**src/rtl/uart_tx_fifo_drain_if.sv**
```systemverilog
// Connects the FIFO read port and the UART TX pin side of uart_tx_fifo_drain.
// The drain is the master; the FIFO/board side is the slave.
interface uart_tx_fifo_drain_if #(
  parameter int unsigned c_WIDTH = 7
);
  logic               i_Tx_Enable;
  logic               i_Fifo_Empty;
  logic [c_WIDTH:0]   i_Fifo_Data;
  logic               o_Fifo_Read_En;
  logic               o_Tx_Serial;
  logic               o_Tx_Active;
  logic               o_Tx_Done;

  modport master (
    input  i_Tx_Enable,
    input  i_Fifo_Empty,
    input  i_Fifo_Data,
    output o_Fifo_Read_En,
    output o_Tx_Serial,
    output o_Tx_Active,
    output o_Tx_Done
  );

  modport slave (
    output i_Tx_Enable,
    output i_Fifo_Empty,
    output i_Fifo_Data,
    input  o_Fifo_Read_En,
    input  o_Tx_Serial,
    input  o_Tx_Active,
    input  o_Tx_Done
  );
endinterface

```
**src/rtl/uart_tx_fifo_drain.sv**
```systemverilog
// Pops bytes from a FIFO (never while empty) and shifts each out as UART 8N1,
// LSB first, with registered line/status outputs.
module uart_tx_fifo_drain #(
  parameter int unsigned c_CLKS_PER_BIT = 208,
  parameter int unsigned c_WIDTH        = 7
) (
  input  logic                 i_Clock,
  input  logic                 i_Reset,
  uart_tx_fifo_drain_if.master bus
);

  localparam int unsigned CNT_W = (c_CLKS_PER_BIT < 2) ? 1 : $clog2(c_CLKS_PER_BIT);
  localparam int unsigned BIT_W = (c_WIDTH < 1) ? 1 : $clog2(c_WIDTH + 1);
  localparam logic [CNT_W-1:0] CNT_LAST = CNT_W'(c_CLKS_PER_BIT - 1);
  localparam logic [BIT_W-1:0] BIT_LAST = BIT_W'(c_WIDTH);

  typedef enum logic [2:0] {
    S_IDLE,
    S_READ,
    S_WAIT,
    S_START,
    S_DATA,
    S_STOP
  } state_e;

  state_e             state_q,     state_d;
  logic [CNT_W-1:0]   clk_cnt_q,   clk_cnt_d;
  logic [BIT_W-1:0]   bit_idx_q,   bit_idx_d;
  logic [c_WIDTH:0]   shift_q,     shift_d;
  logic               tx_serial_q, tx_serial_d;
  logic               tx_active_q, tx_active_d;
  logic               tx_done_q,   tx_done_d;
  logic               clk_last;

  assign clk_last = (clk_cnt_q == CNT_LAST);

  always_comb begin
    // NOTE: every variable gets a default before the case so no path can infer a latch.
    state_d   = state_q;
    clk_cnt_d = clk_cnt_q;
    bit_idx_d = bit_idx_q;
    shift_d   = shift_q;

    unique case (state_q)
      S_IDLE: begin
        if (bus.i_Tx_Enable && !bus.i_Fifo_Empty) state_d = S_READ;
      end
      S_READ: state_d = S_WAIT;
      S_WAIT: begin
        // FIFO read data is valid exactly one cycle after the strobe.
        shift_d   = bus.i_Fifo_Data;
        clk_cnt_d = '0;
        state_d   = S_START;
      end
      S_START: begin
        if (clk_last) begin
          clk_cnt_d = '0;
          bit_idx_d = '0;
          state_d   = S_DATA;
        end else begin
          clk_cnt_d = clk_cnt_q + CNT_W'(1);
        end
      end
      S_DATA: begin
        if (clk_last) begin
          clk_cnt_d = '0;
          if (bit_idx_q == BIT_LAST) state_d = S_STOP;
          else                       bit_idx_d = bit_idx_q + BIT_W'(1);
        end else begin
          clk_cnt_d = clk_cnt_q + CNT_W'(1);
        end
      end
      S_STOP: begin
        if (clk_last) begin
          clk_cnt_d = '0;
          state_d   = S_IDLE;
        end else begin
          clk_cnt_d = clk_cnt_q + CNT_W'(1);
        end
      end
      default: state_d = S_IDLE;
    endcase

    // Registered outputs are derived from the next state so they line up with it.
    unique case (state_d)
      S_START: tx_serial_d = 1'b0;
      S_DATA:  tx_serial_d = shift_d[bit_idx_d];
      default: tx_serial_d = 1'b1;
    endcase
    tx_active_d = (state_d != S_IDLE);
    tx_done_d   = (state_q == S_STOP) && (state_d == S_IDLE);
  end

  always_ff @(posedge i_Clock) begin
    if (i_Reset) begin
      state_q     <= S_IDLE;
      clk_cnt_q   <= '0;
      bit_idx_q   <= '0;
      // NOTE: the shift register is a plain datapath register, so clearing it on reset is cheap and keeps the line deterministic.
      shift_q     <= '0;
      tx_serial_q <= 1'b1;
      tx_active_q <= 1'b0;
      tx_done_q   <= 1'b0;
    end else begin
      // NOTE: non-blocking assignments so every flop samples pre-edge values.
      state_q     <= state_d;
      clk_cnt_q   <= clk_cnt_d;
      bit_idx_q   <= bit_idx_d;
      shift_q     <= shift_d;
      tx_serial_q <= tx_serial_d;
      tx_active_q <= tx_active_d;
      tx_done_q   <= tx_done_d;
    end
  end

  assign bus.o_Fifo_Read_En = (state_q == S_READ);
  assign bus.o_Tx_Serial    = tx_serial_q;
  assign bus.o_Tx_Active    = tx_active_q;
  assign bus.o_Tx_Done      = tx_done_q;

endmodule

```
**src/flat_wrapper.sv**
```systemverilog
// flat-port wrapper written by rule: the top's interface ports become plain ports
module uart_tx_fifo_drain_flat 
#(
  parameter int unsigned c_CLKS_PER_BIT = 208,
  parameter int unsigned c_WIDTH        = 7
)
  (i_Clock, i_Reset, bus_i_Tx_Enable, bus_i_Fifo_Empty, bus_i_Fifo_Data, bus_o_Fifo_Read_En, bus_o_Tx_Serial, bus_o_Tx_Active, bus_o_Tx_Done);
  uart_tx_fifo_drain_if #(.c_WIDTH(c_WIDTH)) bus_i ();
  input  logic i_Clock;
  input  logic i_Reset;
  input wire logic [$bits(bus_i.i_Tx_Enable)-1:0] bus_i_Tx_Enable;
  input wire logic [$bits(bus_i.i_Fifo_Empty)-1:0] bus_i_Fifo_Empty;
  input wire logic [$bits(bus_i.i_Fifo_Data)-1:0] bus_i_Fifo_Data;
  output wire logic [$bits(bus_i.o_Fifo_Read_En)-1:0] bus_o_Fifo_Read_En;
  output wire logic [$bits(bus_i.o_Tx_Serial)-1:0] bus_o_Tx_Serial;
  output wire logic [$bits(bus_i.o_Tx_Active)-1:0] bus_o_Tx_Active;
  output wire logic [$bits(bus_i.o_Tx_Done)-1:0] bus_o_Tx_Done;
  assign bus_i.i_Tx_Enable = bus_i_Tx_Enable;
  assign bus_i.i_Fifo_Empty = bus_i_Fifo_Empty;
  assign bus_i.i_Fifo_Data = bus_i_Fifo_Data;
  assign bus_o_Fifo_Read_En = bus_i.o_Fifo_Read_En;
  assign bus_o_Tx_Serial = bus_i.o_Tx_Serial;
  assign bus_o_Tx_Active = bus_i.o_Tx_Active;
  assign bus_o_Tx_Done = bus_i.o_Tx_Done;
  uart_tx_fifo_drain #(.c_CLKS_PER_BIT(c_CLKS_PER_BIT), .c_WIDTH(c_WIDTH)) u_core (.i_Clock(i_Clock), .i_Reset(i_Reset), .bus(bus_i));
endmodule
```
**config.mk**
```make
export PLATFORM = sky130hd
export DESIGN_NAME = uart_tx_fifo_drain_flat
export DESIGN_NICKNAME = d
export VERILOG_FILES = /design/src/rtl/uart_tx_fifo_drain_if.sv /design/src/rtl/uart_tx_fifo_drain.sv /design/src/flat_wrapper.sv
export SDC_FILE = /design/constraint.sdc
export NUM_CORES = 1
export LEC_CHECK = 0
export CAP_MARGIN = 10
export CORE_MARGIN = 2
export CORE_UTILIZATION = 60
export DETAILED_ROUTE_END_ITERATION = 7
export GPL_TIMING_DRIVEN = 0
export PLACE_DENSITY = 0.84
export SLEW_MARGIN = 5
export SYNTH_ARGS = -nofsm -noshare
export SYNTH_HDL_FRONTEND = slang
export SYNTH_SLANG_ARGS = --single-unit
export TNS_END_PERCENT = 30
```
**constraint.sdc**
```tcl
create_clock -name i_Clock -period 4.61 [get_ports i_Clock]
set_input_delay 0.461 -clock i_Clock [delete_from_list [all_inputs] [get_ports i_Clock]]
set_output_delay 0.461 -clock i_Clock [all_outputs]
set_load 0.03 [all_outputs]
```
==> results of run 1 <==
## cell families (layout without fill, tap and decap cells)
kind of cell             count (synthesis)  in the layout  synth area share [%]
adder cells (fa/ha/maj)                  2              2                  1.67
multiplexers                             6              6                  4.01
buffers and inverters                   17             35                  5.34
AO/OA/AOI/OAI                           69             69                  29.8
AND/OR/NAND/NOR                         76             76                  25.8
flip-flops                              25             25                  33.4
## worst max-delay path by stage
stage / start / to / slack, ns
floorplan: u_core.state_q[0] / bus_o_Fifo_Read_En / 2.56
global placement: u_core.state_q[0] / bus_o_Fifo_Read_En / 2.31
detailed placement: u_core.state_q[0] / bus_o_Fifo_Read_En / 2.21
CTS: u_core.state_q[0] / bus_o_Fifo_Read_En / 1.83
global route: u_core.state_q[0] / bus_o_Fifo_Read_En / 1.68
finish: u_core.state_q[0] / bus_o_Fifo_Read_En / 1.79
## cell type report
class | count | area, um2 | share of cell area, %
multi-input combinational | 153 | 918 | 53.8
sequential | 25 | 500 | 29.3
timing repair buffer | 14 | 140 | 8.21
buffer | 14 | 68.8 | 4.03
tap | 30 | 37.5 | 2.20
clock buffer | 3 | 22.5 | 1.32
inverter | 3 | 11.3 | 0.660
clock inverter | 1 | 7.51 | 0.440
## sequential cells by signal, indices dropped and copies added, names as in the netlist
signal / flops
u_core.shift_q: 8
u_core.clk_cnt_q: 8
u_core.bit_idx_q: 3
u_core.bus.o_Tx_Active: 1
u_core.bus.o_Tx_Done: 1
u_core.state_q: 3
u_core.bus.o_Tx_Serial: 1
## power groups by stage
stage	registers (mW)	clock network, mW	logic, mW
4_1_cts	0.229	0.105	0.0804
3_3_place_gp	0.234	0	0.0775
6_report	0.230	0.105	0.0818
5_1_grt	0.231	0.110	0.0907
2_1_floorplan	0.236	0	0.0498
3_5_place_dp	0.234	0	0.0799
## routing by layer
layer | wire length [um] | vias up | global-route usage (%)
met5 | 0 | - | 0
li1 | - | 757 | -
met4 | 9 | 0 | 10.0
met1 | 1670 | 694 | 37.1
met2 | 1690 | 65 | 44.9
met3 | 224 | 2 | 3.33
## stage by stage
step	instance area, um2	instances	util, %	worst slack [ns]	power (mW)
after floorplan	1500	195	-	2.56	0.286
after global placement	1680	239	68.9	2.31	0.311
after detailed placement	1680	239	68.9	2.21	0.314
after CTS	1710	243	70.2	1.83	0.415
after global routing	1710	243	70.2	1.68	0.432
final	1710	243	70.2	1.79	0.416
## critical path, delay by kind of cell (launching register included)
family                 cells  cell delay, ns
buffers and inverters      3            1.42
and+or+nand+nor            1            0.26
DFF                        1            0.34
## cells in the mapped netlist, types with 2 or more instances
cell,instances
nand2_1,27
a21oi_1,25
dfxtp_1,25
nor2_1,14
o21ai_0,14
clkbuf_1,8
mux2i_1,6
and3_1,5
nand3_1,5
nor3_1,5
buf_2,4
nor3b_1,4
o32ai_1,4
a211oi_1,3
a31oi_1,3
inv_1,3
nand2b_1,3
o21a_1,3
a311oi_1,2
and4b_1,2
ha_1,2
nand4_1,2
nor2b_1,2
==> qor.yml, run 1 <==
worst_pin_slew_ns: 0.585
drt_iter0_drc: 50
crit_arrival_ns: 2.36
sequentialPowerShare_pct: 55.1
max_cap_violations: 0
fin_nets: 228
cts_hold_buf: 0
hold_viol_final: 0
intPower_mw: 0.290
ys_seq_elements: 25
critical-path-max-stage-delay_ns: 0.70
cts_resized: 0
end_kind: "primary output"
rr_startpoint: "u_core.clk_cnt_q[0]"
gr-total-overflow: 0
fmax_mhz: 355
via_count: 1518
rsz0062_at_grt: "no"
powerDensity_mw_per_mm2: 244
r2r_cells: 9
port_buffers: 14
die_x_um: 54.0
post_cts_buffers: 0
drive_gt1_share_pct: 7.51
initial_core_util_pct: 61.6
seq_area_frac_synth_pct: 33.4
ir_drop_v: 0.000220
ant_nets: 0
setup_viol: 0
cts_buffer_depth: 2
ioPinCount: 16
rr_endpoint: "u_core.bus.o_Tx_Serial"
hold_depth: 2
swShare_pct: 30.2
coreArea_mm2: 0.00243
ys_types: 47
period_needed_ns: 2.82
antenna_found_initial: 0
required_ns: 4.15
diodes: 0
path_class: "flip-flop to primary output"
power.switching_mw: 0.126
n_fill_cell: 201
hold_end: "u_core.shift_q[6]"
die_y_um: 54.0
clock_skew_ns: 0.0104
grt_pass1_vias: 1374
cts_tree: "built"
h-tree-depth: 1
die_area_mm2: 0.00291
clk_pin_slew_ns: 0.15
cts.sinks: 25
drc_errors: 0
reg2reg_slack_ns: 2.43
setup.worst_path.start_class: "flip-flop"
hold_ws_ns: 0.471
wirelength_mm: 3.59
place_congestion: 0.937
hold_class: "flip-flop to flip-flop"
cp_slowest_cell: "clkdlybuf4s50_1"
dp_hpwl_mm: 2.61
final-max-slew-violation-count: 0
power.leakage_nw: 0.592
synth_nets: 209
period_share_pct: 61.1
avgSynthCellArea_um2: 7.69
mostFrequentLayoutCell: "nand2_1"
async_flop_share_pct: 0
path_max_fanout: 10
viasPerCell: 6.25
root_buffer: "clkbuf_4"
synth_area_leader_cell: "dfxtp_1"
wl_per_cell_um: 14.8
yosys-top-cells-area: "dfxtp_1, a21oi_1, nand2_1"
clock_latency_ns: 0.33
grt_usage_pct: 27.5
synthesis.instances: 195
syn_area_mm2: 0.00150
grt_max_degree: 16
synth_top_flop_cell: "dfxtp_1"
grt_pass1_wl_mm: 5.93
outcome: "completed"
tns_ns: 0
path_common_cell: "clkbuf_1"
crit_chain: "clkbuf_1 -> clkbuf_1 -> nor3b_1 -> clkdlybuf4s50_1"
area_growth_pct: 13.9
synth_top_area_share_pct: 33.4
dr.pass1.iters: 4
relSlewSlack_pct: 60.7
synth-edff-count: 0
worstHoldStart: "u_core.shift_q[6]"
final_cell_mix: "nand2_1, a21oi_1, dfxtp_1"
core.rowCount: 18
synth_warnings: 0
p_comb_share_pct: 19.7
cts-buffers-inserted: 3
p_clk_share_pct: 25.2
No activity file was read; power rests on OpenSTA's default activity.
==> run 2, diff against run 1 <==
--- a/config.mk
+++ b/config.mk
@@ -7,10 +7,10 @@
 export LEC_CHECK = 0
 export CAP_MARGIN = 10
 export CORE_MARGIN = 2
-export CORE_UTILIZATION = 60
+export CORE_UTILIZATION = 55
 export DETAILED_ROUTE_END_ITERATION = 7
 export GPL_TIMING_DRIVEN = 0
-export PLACE_DENSITY = 0.84
+export PLACE_DENSITY = 0.78
 export SLEW_MARGIN = 5
 export SYNTH_ARGS = -nofsm -noshare
 export SYNTH_HDL_FRONTEND = slang
==> constraint.sdc (replaced) <==
create_clock -name i_Clock -period 2.74 [get_ports i_Clock]
set_input_delay 0.274 -clock i_Clock [delete_from_list [all_inputs] [get_ports i_Clock]]
set_output_delay 0.274 -clock i_Clock [all_outputs]
set_load 0.03 [all_outputs]
==> qor.yml, run 2 (synthesis gave the netlist of run 1 again) <==
initial_core_util_pct: 59.4  # -2.2 points
layout_setup_ws_ns: 0.179  # -1.61 ns
p_total_mw: 0.691  # +66%
grt_max_degree: 14  # -2
path_max_fanout: 10  # unchanged
drt_iter0_drc: 76  # +52%
power.leakage_nw: 0.593  # +0.17%
via_count: 1548  # +2.0%
die_area_mm2: 0.00316  # +8.4%
n_fill_cell: 221  # +10%
met1_usage_pct: 33.3  # -3.8 points
place_congestion: 0.901  # -3.8%
use_met2_pct: 38.7  # -6.3 points
drive_gt1_share_pct: 7.04  # -0.47 points
clock_latency_ns: 0.32  # about the same
cts_buffer_depth: 2  # unchanged
hold_depth: 2  # unchanged
period_share_pct: 93.5
wirelength_mm: 3.64  # +1.3%
hold_end: "u_core.clk_cnt_q[2]"
port_buffers: 14  # unchanged
required_ns: 2.47  # -1.68 ns
rsz0062_at_grt: "no"
p_clk_share_pct: 24.4  # -0.8 points
reg2reg_slack_ns: 0.50  # -1.93 ns
die_y_um: 56.2  # +4.1%
ant_nets: 0  # unchanged
outcome: "completed"
place_ws_ns: 0.567  # -1.64 ns
mostFrequentLayoutCell: "nand2_1"
cts_tree: "built"
end_kind: "primary output"
powerDensity_mw_per_mm2: 406  # +66%
grt.busiest_layer: "met2"
multiInputGateArea_um2: 918  # unchanged
cts_resized: 0  # unchanged
final-max-slew-violation-count: 0  # unchanged
swShare_pct: 29.1  # -1.1 points
fin_nets: 228  # unchanged
power.switching_mw: 0.201  # +60%
top_regs: "u_core.clk_cnt_q: 8 flops, u_core.shift_q: 8 flops"
worst_pin_slew_ns: 0.542  # -0.0435 ns
hold_ws_ns: 0.314  # -0.157 ns
h-tree-depth: 1  # unchanged
final_cell_mix: "nand2_1, a21oi_1, dfxtp_1"
gr-total-overflow: 0  # unchanged
antenna_found_initial: 0  # unchanged
max_cap_violations: 0  # unchanged
core.rowCount: 18  # unchanged
seq_area_um2: 500  # unchanged
dp_cells: 239  # unchanged
drc_errors: 0  # unchanged
clk_pin_slew_ns: 0.13  # -0.02 ns
intPower_mw: 0.490  # +69%
rr_startpoint: "u_core.clk_cnt_q[0]"
wl_per_cell_um: 15.0  # +1.3%
setup.worst_path.start_class: "flip-flop"
grt_pass1_vias: 1431  # +4.1%
grt_pass1_wl_mm: 6.24  # +5.2%
die_x_um: 56.2  # +4.1%
grt_usage_pct: 24.6  # -3.0 points
relSlewSlack_pct: 63.9  # +3.2 points
sequentialPowerShare_pct: 55.9  # +0.8 points
worstHoldStart: "i_Reset"
viasPerCell: 6.37  # +2.0%
dp_hpwl_mm: 2.66  # +1.9%
r2r_cells: 9  # unchanged
dr.pass1.iters: 4  # unchanged
ir_drop_v: 0.000276  # +25%
coreArea_mm2: 0.00252  # +3.7%
rr_endpoint: "u_core.bus.o_Tx_Serial"
met3_usage_pct: 3.49  # +0.16 points
hold_class: "input port to flip-flop"
hold_viol_final: 0  # unchanged
period_needed_ns: 2.56
crit_arrival_ns: 2.29  # -0.07 ns
fin_area_mm2: 0.00170  # -0.22%
post-route-util_pct: 67.5  # -2.7 points
path_class: "flip-flop to primary output"
cts.sinks: 25  # unchanged
placed_area_mm2: 0.00168  # unchanged
setup_viol: 0  # unchanged
fmax_mhz: 390
post_cts_buffers: 0  # unchanged
tns_ns: 0  # unchanged
area_growth_pct: 13.6
clock_skew_ns: 0.0113  # +0.000939 ns
diodes: 0  # unchanged
cts-buffers-inserted: 3  # unchanged
ioPinCount: 16  # unchanged
finalNonFillerCells: 243  # unchanged
p_comb_share_pct: 19.8  # about the same
root_buffer: "clkbuf_4"
cts_hold_buf: 0  # unchanged
==> run 2: critical path, cell delays in order, from the launching register on <==
cell	delay, ns
dfxtp_1	0.33
clkbuf_1	0.32
clkbuf_1	0.38
nor3b_1	0.24
clkdlybuf4s50_1	0.70
==> run 2: worst max path at each step <==
stage / startpoint / to / depth (start not counted)
finish: u_core.state_q[0] / bus_o_Fifo_Read_En / 4
global placement: u_core.state_q[0] / bus_o_Fifo_Read_En / 4
detailed placement: u_core.clk_cnt_q[0] / u_core.bus.o_Tx_Serial / 9
floorplan: u_core.state_q[0] / bus_o_Fifo_Read_En / 3
CTS: u_core.state_q[0] / bus_o_Fifo_Read_En / 4
global route: u_core.state_q[0] / bus_o_Fifo_Read_En / 4
==> run 2: per-layer routing <==
layer	wire, um	part of all wire (%)	vias up
met5	0	0	-
met4	69	1.9	0
met3	248	6.8	11
met2	1620	45	62
met1	1700	47	714
li1	-	-	761
==> run 2: power by group through the flow <==
stage	logic [mW]	clock network, mW	registers [mW]
floorplan	0.0839	0	0.397
global placement	0.131	0	0.393
detailed placement	0.134	0	0.394
CTS	0.135	0.172	0.386
global route	0.150	0.190	0.388
finish	0.137	0.168	0.386
==> run 2: cell type report <==
class	instances	share of cell area, %
buffer	14	4.04
multi-input combinational	153	53.9
tap	30	2.20
inverter	3	0.661
clock buffer	4	1.54
timing repair buffer	14	8.23
sequential	25	29.4
